File: config.mk
export PLATFORM = sky130hd
export DESIGN_NAME = hatch_countdown
export DESIGN_NICKNAME = d
export VERILOG_FILES = /design/src/rtl/hatch_pkg.sv /design/src/rtl/hatch_countdown_sec_prescaler.sv /design/src/rtl/hatch_countdown.sv
export SDC_FILE = /design/constraint.sdc
export NUM_CORES = 1
export LEC_CHECK = 0
export CORE_MARGIN = 5
export CORE_UTILIZATION = 36
export CTS_BUF_LIST = sky130_fd_sc_hd__clkbuf_4
export DETAILED_ROUTE_END_ITERATION = 7
export PLACE_DENSITY = 0.67
export SLEW_MARGIN = 15
export SYNTH_ARGS = -nofsm -noshare
export SYNTH_HDL_FRONTEND = slang
export SYNTH_SLANG_ARGS = --single-unit
export TNS_END_PERCENT = 50
File: constraint.sdc
create_clock -name clk -period 4.7 [get_ports clk]
set_input_delay 0.94 -clock clk [delete_from_list [all_inputs] [get_ports clk]]
set_output_delay 0.94 -clock clk [all_outputs]
set_load 0.02 [all_outputs]
File: src/rtl/hatch_pkg.sv
// Shared definitions for the egg-hatch countdown timer: state encoding and default sizing.
package hatch_pkg;

  localparam logic [1:0] ST_IDLE  = 2'd0;
  localparam logic [1:0] ST_RUN   = 2'd1;
  localparam logic [1:0] ST_PAUSE = 2'd2;
  localparam logic [1:0] ST_DONE  = 2'd3;

  localparam int DEF_TICK_DIV = 1000;
  localparam int DEF_CNT_W    = 5;

  typedef enum logic [1:0] {
    S_IDLE  = ST_IDLE,
    S_RUN   = ST_RUN,
    S_PAUSE = ST_PAUSE,
    S_DONE  = ST_DONE
  } state_t;

endpackage

File: src/rtl/hatch_countdown_sec_prescaler.sv
// Seconds prescaler: counts clk cycles while enabled and flags the last cycle of each second.
module sec_prescaler
  import hatch_pkg::*;
#(
  parameter int TICK_DIV = DEF_TICK_DIV
) (
  input  logic clk,
  input  logic rst,
  input  logic en,
  input  logic clr,
  output logic tick
);

  localparam int QW = (TICK_DIV > 2) ? $clog2(TICK_DIV) : 1;

  logic [QW-1:0] q;

  assign tick = en && (q == QW'(TICK_DIV - 1));

  // q holds while disabled so a pause keeps the partial second
  always_ff @(posedge clk or negedge rst) begin
    if (!rst) begin
      q <= '0;
    end else if (clr) begin
      q <= '0;
    end else if (en) begin
      q <= tick ? '0 : q + 1'b1;
    end
  end

endmodule

File: src/rtl/hatch_countdown.sv
// Countdown timer with pause/resume, expiry pulse and held alarm.
// Optional near-expiry warning output enabled by defining HATCH_WARN_EN.
module hatch_countdown
  import hatch_pkg::*;
#(
  parameter int TICK_DIV = DEF_TICK_DIV,
  parameter int CNT_W    = DEF_CNT_W,
  parameter int WARN_TH  = 3
) (
  input  logic             clk,
  input  logic             rst,
  input  logic             load,
  input  logic [CNT_W-1:0] preset,
  input  logic             st,
  input  logic             ack,
  output logic [CNT_W-1:0] remain,
  output logic             busy,
  output logic             done,
  output logic             alarm,
  output logic             warn
);

  state_t           state, state_n;
  logic [CNT_W-1:0] remain_n;
  logic             done_n, alarm_n, busy_n;
  logic             tick;

  sec_prescaler #(.TICK_DIV(TICK_DIV)) u_prescaler (
    .clk  (clk),
    .rst  (rst),
    .en   ((state == S_RUN) && !load),
    .clr  (load),
    .tick (tick)
  );

  // Next-state logic; load overrides everything, including a coincident tick
  always_comb begin
    state_n  = state;
    remain_n = remain;
    done_n   = 1'b0;
    alarm_n  = alarm;
    if (load) begin
      remain_n = preset;
      alarm_n  = 1'b0;
      if (preset == '0)
        state_n = S_IDLE;
      else
        state_n = st ? S_RUN : S_PAUSE;
    end else begin
      case (state)
        S_RUN: begin
          if (tick) begin
            if (remain > CNT_W'(1)) begin
              remain_n = remain - 1'b1;
            end else begin
              remain_n = '0;
              state_n  = S_DONE;
              done_n   = 1'b1;
              alarm_n  = 1'b1;
            end
          end
          if (!st && state_n == S_RUN)
            state_n = S_PAUSE;
        end
        S_PAUSE: begin
          if (st)
            state_n = S_RUN;
        end
        S_DONE: begin
          remain_n = '0;
          alarm_n  = 1'b1;
          if (ack) begin
            state_n = S_IDLE;
            alarm_n = 1'b0;
          end
        end
        default: ;
      endcase
    end
    busy_n = (state_n == S_RUN) || (state_n == S_PAUSE);
  end

  always_ff @(posedge clk or negedge rst) begin
    if (!rst) begin
      state  <= S_IDLE;
      remain <= '0;
      done   <= 1'b0;
      alarm  <= 1'b0;
      busy   <= 1'b0;
    end else begin
      state  <= state_n;
      remain <= remain_n;
      done   <= done_n;
      alarm  <= alarm_n;
      busy   <= busy_n;
    end
  end

`ifdef HATCH_WARN_EN
  // Evaluated on next-state values so warn moves on the same edge as remain
  always_ff @(posedge clk or negedge rst) begin
    if (!rst)
      warn <= 1'b0;
    else
      warn <= busy_n && (remain_n <= CNT_W'(WARN_TH)) && (remain_n != '0);
  end
`else
  assign warn = (WARN_TH < 0);
`endif

endmodule

=== Word-level counts from Yosys, hierarchy flattened ===
Index checks and enable logic that the tools add are counted.

* Register bits: 20
* Input port bits: 10
* RAM bits: 0
* Bits in latches: 0
* Memories: 0
* Logic and storage cells: 56
* ROM bits: 0

* $lt $le $gt $ge: 1
* Div/mod/pow operators: 0
* Shift-type cells: 0
* Bitwise operators: 0
* $mul: 0
* Eq/ne operators: 9
* Add/sub/neg operators: 2
* Mux-type cells: 27
* Reductions and logical operators: 11

{| class="wikitable"
|+ Operators with widths
! kind !! count
|-
| 10-bit 2-to-1 mux || 3
|-
| 2-bit 2-to-1 mux || 10
|-
| 5-bit 2-to-1 mux || 3
|-
| 10-bit by 1-bit adder with 10-bit output (second input constant) || 1
|-
| 10-bit equality test (second input constant) || 1
|-
| 5-bit one-hot mux with 2 select lines || 1
|-
| 1-bit 2-to-1 mux || 8
|-
| 2-bit by 1-bit equality test with 1-bit output (second input constant) || 3
|-
| 2-bit equality test (second input constant) || 3
|-
| 2-bit one-hot mux with 3 select lines || 1
|-
| 5-bit by 1-bit greater-than comparator with 1-bit output (second input constant) || 1
|-
| 5-bit logical NOT || 1
|-
| 5-bit by 1-bit subtractor with 5-bit output (second input constant) || 1
|-
| 1-bit logical AND || 3
|-
| 3-bit by 2-bit inequality test with 1-bit output (second input constant) || 1
|-
| 3-bit inequality test (second input constant) || 1
|-
| 3-bit AND reduction || 1
|-
| 3-bit nonzero test || 1
|-
| 1-bit logical NOT || 2
|-
| 1-bit one-hot mux with 2 select lines || 1
|-
| 2-bit AND reduction || 1
|-
| 2-bit nonzero test || 1
|-
| 1-bit logical OR || 1
|}

=== Longest topological paths before layout ===
Gate-level depths: netlist (run 1).

* Word-level depth: 13
* Depth in mapped cells: 7
* Depth with buffers taken out: 7

=== Hierarchy ===
A second synthesis (run 1) with hierarchy kept.

* Cells, all modules: 132
* Area, all modules: 1252.5 um2

{| class="wikitable"
|+ By module, submodules not included
! module !! seq. area each (um2) !! area an instance (um2) !! instances !! cells an instance
|-
| hatch_countdown || 250.2 || 660.6 || 1 || 70
|-
| sec_prescaler || 250.2 || 591.8 || 1 || 62
|}

=== Least setup slack after synthesis (run 1) ===
Ideal clock, no wire load.

* Path type: input -> register
* Start: input port preset[1]
* End: register state[0]
* Path buffers: 0
* Library setup time: 0.124 ns
* Setup slack: 2.617 ns
* Stages on the path: 4
* Data arrival time: 1.959 ns
* Path through: or4_1 > o21ai_0 > inv_1 > a211o_1

* Word-level cells in the longest chain between the ends: 3

{| class="wikitable"
|+ Ends and longest elaborated chain
! element !! RTL line !! RTL
|-
| from (decl) || hatch_countdown.sv:13 || <nowiki>input logic [CNT_W-1:0] preset,</nowiki>
|-
| 5-bit logical NOT || hatch_countdown.sv:45 || <nowiki>if (preset == '0)</nowiki>
|-
| 2-bit 2-to-1 mux || hatch_countdown.sv:45 ||
|-
| 2-bit 2-to-1 mux || hatch_countdown.sv:42 || <nowiki>if (load) begin</nowiki>
|-
| via state_n[0] || hatch_countdown.sv:23 || <nowiki>state_t state, state_n;</nowiki>
|-
| to (signal assigned) || hatch_countdown.sv:91 || <nowiki>state <= state_n;</nowiki>
|-
| to (decl) || hatch_countdown.sv:23 ||
|}

The timed path passes the listed nets, and every way through them passes these cells.
A chain may end at the register's enable or synchronous reset.

=== Worst setup path in the final report (run 1) ===
* Start: input port load
* End: register u_prescaler.q[3]

* Word-level cells in the longest chain between the ends: 6
* Elaborated cells on any way between the ends: 7
* Those cells by class: 3 x mux; 4 x reduce/logical

{| class="wikitable"
|+ Ends and longest elaborated chain
! element !! RTL line !! RTL
|-
| from (decl) || hatch_countdown.sv:12 || <nowiki>input logic load,</nowiki>
|-
| 1-bit logical NOT || hatch_countdown.sv:31 || <nowiki>.en ((state == S_RUN) && !load),</nowiki>
|-
| 1-bit logical AND || hatch_countdown.sv:31 ||
|-
| 1-bit logical AND || hatch_countdown_sec_prescaler.sv:18 || <nowiki>assign tick = en && (q == QW'(TICK_DIV - 1));</nowiki>
|-
| 10-bit 2-to-1 mux || hatch_countdown_sec_prescaler.sv:27 || <nowiki>q <= tick ? '0 : q + 1'b1;</nowiki>
|-
| 10-bit 2-to-1 mux || hatch_countdown_sec_prescaler.sv:26 || <nowiki>end else if (en) begin</nowiki>
|-
| 10-bit 2-to-1 mux || hatch_countdown_sec_prescaler.sv:24 || <nowiki>end else if (clr) begin</nowiki>
|-
| to (signal assigned) || hatch_countdown_sec_prescaler.sv:27 ||
|-
| to (decl) || hatch_countdown_sec_prescaler.sv:16 || <nowiki>logic [QW-1:0] q;</nowiki>
|}

Parallel ways exist; a longest one is shown, timed or not. The select of a mux whose other input is x is not followed.

==> results of run 1 <==
-- sequential cells by signal (all words and copies together) (netlist names) --
signal	count
alarm	1
busy	1
done	1
remain	5
state	2
u_prescaler.q	10
-- metrics by stage --
step,total power (µW),cell area [µm²]
2_1_floorplan,249,1200
3_3_place_gp,283,1410
3_5_place_dp,285,1410
4_1_cts,371,1430
5_1_grt,389,1430
6_report,367,1430
-- placed cells by master, fill, tap and decap left out, types with 2 or more instances in the layout --
cell type,n
o211ai_1,2
nor2_1,14
clkbuf_4,3
a21oi_1,8
nor3_1,2
nor4_1,2
xnor2_1,2
ha_1,3
nand2_1,17
dfrtp_1,20
nand3_1,12
inv_1,7
a22o_1,2
clkdlybuf4s50_1,17
o21ai_0,5
or3_1,3
a22oi_1,2
mux2i_1,2
-- layout make-up --
class / instances / area [µm²] / share of cell area [%]
Timing Repair Buffer: 17 / 170 / 11.9
Clock inverter: 1 / 3.75 / 0.262
Clock buffer: 3 / 22.5 / 1.57
Tap cell: 46 / 57.6 / 4.02
Inverter: 7 / 26.3 / 1.84
Multi-Input combinational cell: 104 / 651 / 45.5
Sequential cell: 20 / 500 / 35.0
-- worst max-delay path by stage --
stage               from                to  slack (ns)  cells after the start
2_1_floorplan  preset[1]          state[0]        2.62                      4
3_3_place_gp        load  u_prescaler.q[5]        1.84                      6
3_5_place_dp        load  u_prescaler.q[3]        1.76                      6
4_1_cts             load  u_prescaler.q[3]        2.06                      6
5_1_grt             load  u_prescaler.q[3]        1.85                      6
6_report            load  u_prescaler.q[3]        2.03                      6
-- where the power goes --
| group | total (µW) | leakage (µW) | switching [µW] | internal, µW |
|---|---|---|---|---|
| combinational | 82.8 | 0.000330 | 44.6 | 38.2 |
| clock | 85.2 | 0.0000154 | 54.2 | 31.0 |
| sequential | 199 | 0.000263 | 16.8 | 182 |
| total | 367 | 0.000608 | 116 | 251 |
-- layer usage --
layer	track usage (%)	routed length (µm)	share of wire [%]
met4	2.23	14	0.50
met2	22.8	1360	49
met3	3.99	166	6.0
met1	16.7	1240	45
met5	0	0	0
-- cell families (layout without fill, tap and decap cells) --
family / after synthesis / in the layout
mux: 3 / 3
other cells: 1 / 1
compound gates: 30 / 30
buf+inv: 12 / 28
xor+xnor: 3 / 3
flops: 20 / 20
simple gates: 64 / 64
fa+ha+maj: 3 / 3
==> impl_metrics.prom, run 1 <==
# TYPE chip_impl_metric gauge
chip_impl_metric{name="hold_path_depth",unit=""} 1
chip_impl_metric{name="flow.area_growth_from_synthesis",unit="%"} 19.0
chip_impl_metric{name="cts.sink_count",unit=""} 20
chip_impl_metric{name="timing.critical_path.buf_inv",unit=""} 1
chip_impl_metric{name="synth-edff-count",unit=""} 0
chip_impl_metric{name="yosysWarnings",unit=""} 0
chip_impl_metric{name="layoutNonFillerInstCount",unit=""} 198
chip_impl_metric{name="total_of_flip_flops_plus_latches_after_synthesis",unit=""} 20
chip_impl_metric{name="static-leakage-power",unit="µW"} 0.000608
chip_impl_metric{name="start_util",unit="%"} 36.6
chip_impl_metric{name="global_route.usage.total",unit="%"} 13.3
chip_impl_info{name="timing.rr.end",value="alarm"} 1
chip_impl_info{name="crit_path_cell_trace",value="clkdlybuf4s50_1 -> nor2_1 -> nand2_1 -> nor2_2 -> a21oi_1 -> o21ai_0"} 1
chip_impl_metric{name="antenna_cells_inserted",unit=""} 0
chip_impl_metric{name="drt-pass1-iter-count",unit=""} 4
chip_impl_metric{name="slew-limit-headroom",unit="%"} 38.1
chip_impl_metric{name="placed_cells_incl_taps",unit=""} 194
chip_impl_metric{name="pre_cts_ws",unit="ns"} 1.76
chip_impl_metric{name="syn_inst",unit=""} 136
chip_impl_info{name="critical_path_sink_type",value="register"} 1
chip_impl_metric{name="final_min_period_over_clock_period",unit="%"} 56.9
chip_impl_metric{name="async_set_or_reset_register_ratio_after_synthesis",unit="%"} 100
chip_impl_metric{name="fraction_of_synthesized_cell_area_in_xor_and_xnor_cells",unit="%"} 2.19
chip_impl_metric{name="fin_worst_skew",unit="ns"} 0.0113
chip_impl_metric{name="synth-adder-area-share",unit="%"} 3.12
chip_impl_metric{name="share_of_layout_cells_above_drive_strength_1",unit="%"} 8.55
chip_impl_metric{name="number_of_endpoints_failing_setup_at_the_final_stage",unit=""} 0
chip_impl_metric{name="antenna_found_initial",unit=""} 0
chip_impl_metric{name="yosysSeqAreaShare",unit="%"} 41.6
chip_impl_metric{name="numCtsBuffers",unit=""} 3
chip_impl_metric{name="maximum_level_of_the_cts_h_tree",unit=""} 1
chip_impl_metric{name="die_h",unit="µm"} 67.8
chip_impl_info{name="yosys-top-cells-area",value="dfrtp_1 42%, nand2_1 5.3%, nand3_1 5.0%, nor2_1 4.4%, a21oi_1 3.3%"} 1
chip_impl_metric{name="ir_worst_vdd",unit="µV"} 134
chip_impl_info{name="synthTopCellsByCount",value="20 x dfrtp_1, 17 x nand2_1, 14 x nor2_1, 12 x nand3_1, 8 x a21oi_1"} 1
chip_impl_info{name="dominant_combinational_cell_family_by_area_after_synthesis",value="simple AND/OR/NAND/NOR gates"} 1
chip_impl_info{name="crit_slowest_cell",value="clkdlybuf4s50_1"} 1
chip_impl_metric{name="final-max-slew-violation-count",unit=""} 0
chip_impl_metric{name="syn_area_per_cell",unit="µm²"} 8.84
chip_impl_metric{name="routed_wl",unit="µm"} 2790
chip_impl_metric{name="detailedRoute.firstIterationViolations",unit=""} 103
chip_impl_metric{name="core_region_area",unit="mm²"} 0.00328
chip_impl_metric{name="holdWs",unit="ns"} 0.526
chip_impl_metric{name="worstPathArrival",unit="ns"} 2.90
chip_impl_metric{name="final_core_util",unit="%"} 43.6
chip_impl_metric{name="fmax",unit="MHz"} 374
chip_impl_metric{name="grt_pass1_vias",unit=""} 1031
chip_impl_metric{name="yosysUniqueCellTypes",unit=""} 47
chip_impl_metric{name="cp_slowest_stage_delay",unit="ns"} 0.72
chip_impl_metric{name="setup_slack_reg_to_reg",unit="ns"} 2.95
chip_impl_info{name="timing.critical_path.max_delay_family",value="simple AND/OR/NAND/NOR gates"} 1
chip_impl_info{name="grt_setup_unrepaired",value="false"} 1
chip_impl_metric{name="detail_route.wl_per_cell",unit="µm"} 14.1
chip_impl_info{name="critPathKind",value="input pin to register"} 1
chip_impl_metric{name="place.gp.congestion",unit=""} 0.832
chip_impl_metric{name="count_of_fill_cells_added_during_filler_insertion",unit=""} 328
chip_impl_metric{name="vias_per_cell",unit=""} 5.32
chip_impl_metric{name="tightestPinTransition",unit="ns"} 0.925
chip_impl_info{name="status",value="finished, final reports clean"} 1
chip_impl_metric{name="drc",unit=""} 0
chip_impl_metric{name="post_synthesis_compound_gate_area_fraction",unit="%"} 17.3
chip_impl_metric{name="overflow",unit=""} 0
chip_impl_metric{name="dp_hpwl",unit="µm"} 2100
chip_impl_metric{name="clkLatencyLatePin",unit="ns"} 0.31
chip_impl_metric{name="post_cts_resize_count",unit=""} 0
chip_impl_info{name="hold_path.class",value="register to register"} 1
chip_impl_metric{name="die_w",unit="µm"} 67.8
chip_impl_metric{name="number_of_maximum_capacitance_constraint_violations",unit=""} 0
chip_impl_metric{name="boundaryPins",unit=""} 19
chip_impl_metric{name="syn_nets",unit=""} 149
chip_impl_metric{name="wire_length_of_the_first_global_routing_pass",unit="µm"} 4670
chip_impl_metric{name="finalHoldViolations",unit=""} 0
chip_impl_metric{name="setup_ws",unit="ns"} 2.03
chip_impl_metric{name="clkTransAtPathRegs",unit="ns"} 0.11
chip_impl_metric{name="antenna_violating_nets_post_route",unit=""} 0
chip_impl_metric{name="dieArea",unit="mm²"} 0.00460
chip_impl_info{name="rr_startpoint",value="u_prescaler.q[0]"} 1
chip_impl_metric{name="postCtsSetupBuffers",unit=""} 0
chip_impl_metric{name="cts_hold_buffers",unit=""} 0
chip_impl_info{name="synth_flop_cell",value="dfrtp_1"} 1
chip_impl_metric{name="crit_required",unit="ns"} 4.92
chip_impl_info{name="whs_endpoint",value="u_prescaler.q[9]"} 1
chip_impl_metric{name="clockBufferDepth",unit=""} 2
chip_impl_info{name="leading_area_contributor_after_synthesis",value="dfrtp_1"} 1
chip_impl_metric{name="port-buffer-count",unit=""} 17
chip_impl_info{name="min-delay-start",value="u_prescaler.q[9]"} 1
chip_impl_metric{name="nets",unit=""} 166
chip_impl_metric{name="grt_start_max_net_pins",unit=""} 21
chip_impl_metric{name="cp_max_fo",unit=""} 17
chip_impl_metric{name="fp-row-count",unit=""} 21
chip_impl_metric{name="timing.final.crit_period",unit="ns"} 2.67
chip_impl_metric{name="mappedNetlistArea",unit="mm²"} 0.00120
chip_impl_metric{name="top_area_cell_type_share_of_the_netlist_area",unit="%"} 41.6
chip_impl_metric{name="muxShareOfSynthArea",unit="%"} 2.60
chip_impl_metric{name="p_per_area",unit="mW/mm²"} 256
chip_impl_info{name="cp-start-kind",value="input pin"} 1
chip_impl_metric{name="yosys.area_share.simple",unit="%"} 28.6
chip_impl_info{name="cts.root.buffer_cell",value="clkbuf_4"} 1
chip_impl_info{name="cts_tree",value="done"} 1
chip_impl_metric{name="routed-via-count",unit=""} 1054
chip_impl_metric{name="worstRegToRegCells",unit=""} 6
chip_impl_info{name="synth.most_common_cell",value="dfrtp_1"} 1
chip_impl_metric{name="fin_tns_setup",unit="ns"} 0
No activity file was read; power rests on OpenSTA's default activity.
==> inputs of run 2 (changes only) <==
--- a/config.mk
+++ b/config.mk
@@ -9,7 +9,7 @@
 export CORE_UTILIZATION = 36
 export CTS_BUF_LIST = sky130_fd_sc_hd__clkbuf_4
 export DETAILED_ROUTE_END_ITERATION = 7
-export PLACE_DENSITY = 0.67
+export PLACE_DENSITY = 0.69
 export SLEW_MARGIN = 15
 export SYNTH_ARGS = -nofsm -noshare
 export SYNTH_HDL_FRONTEND = slang
==> constraint.sdc (replaced) <==
create_clock -name clk -period 2.2 [get_ports clk]
set_input_delay 0.44 -clock clk [delete_from_list [all_inputs] [get_ports clk]]
set_output_delay 0.44 -clock clk [all_outputs]
set_load 0.02 [all_outputs]
==> run 2 against run 1 <==
  * Worst setup slack lost 1.7 ns
  * First-iteration DRC count shrank 22%
  * Sequential cell count is the same
  * Sequential share of layout area shrank 1.2 points
  * Global-route usage shrank 0.58 points
  * Count of clock-buffer cells in the layout is the same
  * Sequential power grew 110%
  * Worst hold slack lost 0.080 ns
  * Critical path type is now register to output pin
==> impl_metrics.prom, run 2 (same netlist as run 1, synthesis figures left out) <==
# TYPE chip_impl_metric gauge
chip_impl_info{name="grt_setup_unrepaired",value="false"} 1
chip_impl_metric{name="setup_slack_reg_to_reg",unit="ns"} 0.48
chip_impl_metric{name="numCtsBuffers",unit=""} 3
chip_impl_metric{name="fin_tns_setup",unit="ns"} 0
chip_impl_metric{name="routed-via-count",unit=""} 1096
chip_impl_metric{name="fmax",unit="MHz"} 529
chip_impl_metric{name="net-switching-power",unit="µW"} 259
chip_impl_metric{name="p_seq_share",unit="%"} 46.2
chip_impl_metric{name="tightestPinTransition",unit="ns"} 0.536
chip_impl_metric{name="dieArea",unit="mm²"} 0.00460
chip_impl_info{name="final_cell_mix",value="20 x dfrtp_1, 17 x nand2_1, 17 x clkdlybuf4s50_1"} 1
chip_impl_info{name="cts_tree",value="done"} 1
chip_impl_metric{name="count_of_fill_cells_added_during_filler_insertion",unit=""} 334
chip_impl_metric{name="post_cts_resize_count",unit=""} 0
chip_impl_metric{name="maximum_level_of_the_cts_h_tree",unit=""} 1
chip_impl_info{name="cp-start-kind",value="register"} 1
chip_impl_metric{name="dp_hpwl",unit="µm"} 2050
chip_impl_metric{name="postCtsSetupBuffers",unit=""} 0
chip_impl_metric{name="drt-pass1-iter-count",unit=""} 4
chip_impl_info{name="registers.top_by_ff_count",value="u_prescaler.q"} 1
chip_impl_metric{name="wire_length_of_the_first_global_routing_pass",unit="µm"} 4410
chip_impl_metric{name="layoutNonFillerInstCount",unit=""} 201
chip_impl_metric{name="share_comb_of_total_power",unit="%"} 19.9
chip_impl_metric{name="number_of_maximum_capacitance_constraint_violations",unit=""} 0
chip_impl_metric{name="fp-row-count",unit=""} 21
chip_impl_metric{name="boundaryPins",unit=""} 19
chip_impl_metric{name="p_per_area",unit="mW/mm²"} 620
chip_impl_info{name="critical_path_sink_type",value="output pin"} 1
chip_impl_metric{name="vias_per_cell",unit=""} 5.45
chip_impl_metric{name="placed_cell_area",unit="mm²"} 0.00143
chip_impl_info{name="leading_registers_by_flop_count",value="u_prescaler.q x10, remain x5, state x2"} 1
chip_impl_metric{name="timing.critical_path.buf_inv",unit=""} 1
chip_impl_metric{name="placed_cells_incl_taps",unit=""} 197
chip_impl_metric{name="timing.final.crit_period",unit="ns"} 1.89
chip_impl_info{name="critPathKind",value="register to output pin"} 1
chip_impl_metric{name="finish.instance_area",unit="mm²"} 0.00148
chip_impl_metric{name="fin_worst_skew",unit="ns"} 0.0170
chip_impl_metric{name="crit_required",unit="ns"} 1.76
chip_impl_metric{name="power.share.clock",unit="%"} 33.9
chip_impl_metric{name="grt_pass1_vias",unit=""} 1011
chip_impl_metric{name="nets",unit=""} 169
chip_impl_metric{name="share_of_layout_cells_above_drive_strength_1",unit="%"} 11.0
chip_impl_metric{name="place.gp.congestion",unit=""} 0.849
chip_impl_metric{name="antenna_violating_nets_post_route",unit=""} 0
chip_impl_info{name="cts.root.buffer_cell",value="clkbuf_4"} 1
chip_impl_metric{name="final-seq-area",unit="µm²"} 500
chip_impl_info{name="crit_slowest_cell",value="clkdlybuf4s50_1"} 1
chip_impl_metric{name="grt_start_max_net_pins",unit=""} 21
chip_impl_metric{name="global_route.usage.total",unit="%"} 12.7
chip_impl_metric{name="cp_max_fo",unit=""} 7
chip_impl_metric{name="core_region_area",unit="mm²"} 0.00328
chip_impl_metric{name="multiInputGateArea",unit="µm²"} 651
chip_impl_metric{name="final-max-slew-violation-count",unit=""} 0
chip_impl_metric{name="clkTransAtPathRegs",unit="ns"} 0.13
chip_impl_metric{name="overflow",unit=""} 0
chip_impl_metric{name="start_util",unit="%"} 36.6
chip_impl_metric{name="cts.sink_count",unit=""} 20
chip_impl_metric{name="static-leakage-power",unit="µW"} 0.000635
chip_impl_metric{name="largest_register_ff_count",unit=""} 10
chip_impl_metric{name="finalHoldViolations",unit=""} 0
chip_impl_metric{name="detailedRoute.firstIterationViolations",unit=""} 80
chip_impl_metric{name="port-buffer-count",unit=""} 17
chip_impl_info{name="timing.critical_path.max_delay_family",value="buffers and inverters"} 1
chip_impl_info{name="hold_path.class",value="input pin to asynchronous set/reset pin"} 1
chip_impl_info{name="status",value="finished, final reports clean"} 1
chip_impl_metric{name="drc",unit=""} 0
chip_impl_metric{name="final_min_period_over_clock_period",unit="%"} 86.0
chip_impl_info{name="crit_path_cell_trace",value="clkdlybuf4s50_1"} 1
chip_impl_metric{name="number_of_endpoints_failing_setup_at_the_final_stage",unit=""} 0
chip_impl_metric{name="routed_wl",unit="µm"} 2770
chip_impl_metric{name="switching_share",unit="%"} 28.2
chip_impl_metric{name="antenna_cells_inserted",unit=""} 0
chip_impl_metric{name="cts_hold_buffers",unit=""} 0
chip_impl_metric{name="clockBufferDepth",unit=""} 2
chip_impl_metric{name="antenna_found_initial",unit=""} 0
chip_impl_metric{name="die_h",unit="µm"} 67.8
chip_impl_metric{name="p_int",unit="µW"} 659
chip_impl_metric{name="ir_worst_vdd",unit="µV"} 381
chip_impl_metric{name="flow.area_growth_from_synthesis",unit="%"} 23.1
chip_impl_metric{name="worstPathArrival",unit="ns"} 1.45
chip_impl_metric{name="detail_route.wl_per_cell",unit="µm"} 13.8
chip_impl_metric{name="clkLatencyLatePin",unit="ns"} 0.32
chip_impl_info{name="layout_commonest_cell",value="dfrtp_1"} 1
chip_impl_metric{name="cp_slowest_stage_delay",unit="ns"} 0.66
chip_impl_metric{name="die_w",unit="µm"} 67.8
chip_impl_metric{name="slew-limit-headroom",unit="%"} 64.1
run 2: changes by cell type in the layout (fill, tap and decap cells not counted), sizes merged:
cell	change
buf	+3
clkinv	-1
bufinv	+1
run 2: path summary, 6_finish.rpt:
kind,startpoint,endpoint,cells after the start
worst max-delay path,remain[0],remain[0],1
worst min-delay path,rst,remain[0],2
worst max register to register,u_prescaler.q[0],alarm,6
worst min register to register,u_prescaler.q[9],u_prescaler.q[9],1
max in group asynchronous,rst,u_prescaler.q[1],2
min in group clk,u_prescaler.q[9],u_prescaler.q[9],1
run 2: metal layers:
layer | global-route usage, % | wire, µm | up-vias
met5 | 0 | 0 | -
met4 | 4.47 | 31 | 0
met3 | 4.33 | 196 | 5
met2 | 20.9 | 1280 | 32
met1 | 15.5 | 1260 | 529
li1 | - | - | 530
run 2: metrics by stage:
step | util (%) | setup WS [ns] | total power (µW) | hold slack (ns)
6_report | 45.1 | 0.309 | 918 | 0.446
4_1_cts | 45.1 | 0.278 | 929 | 0.444
3_5_place_dp | 43.5 | 0.0624 | 615 | 0.502
3_3_place_gp | 43.5 | 0.0913 | 608 | 0.492
2_1_floorplan | - | 0.617 | 532 | 0.144
5_1_grt | 45.1 | 0.217 | 967 | 0.445
run 2: cell type report:
cell class / instances / share of cell area (%)
flip-flops and latches: 20 / 33.8
clock inverters: 1 / 2.03
clock buffers: 3 / 1.52
well taps: 46 / 3.89
multi-input cells: 104 / 44.0
inverters: 7 / 1.78
repair buffers: 20 / 13.0
run 2: power by group through the flow:
stage | clock network, µW | registers, µW | logic [µW]
after global routing | 336 | 429 | 201
after floorplan | 0 | 433 | 98.8
after detailed placement | 0 | 431 | 184
after global placement | 0 | 429 | 178
after CTS | 320 | 424 | 185
final | 311 | 424 | 183
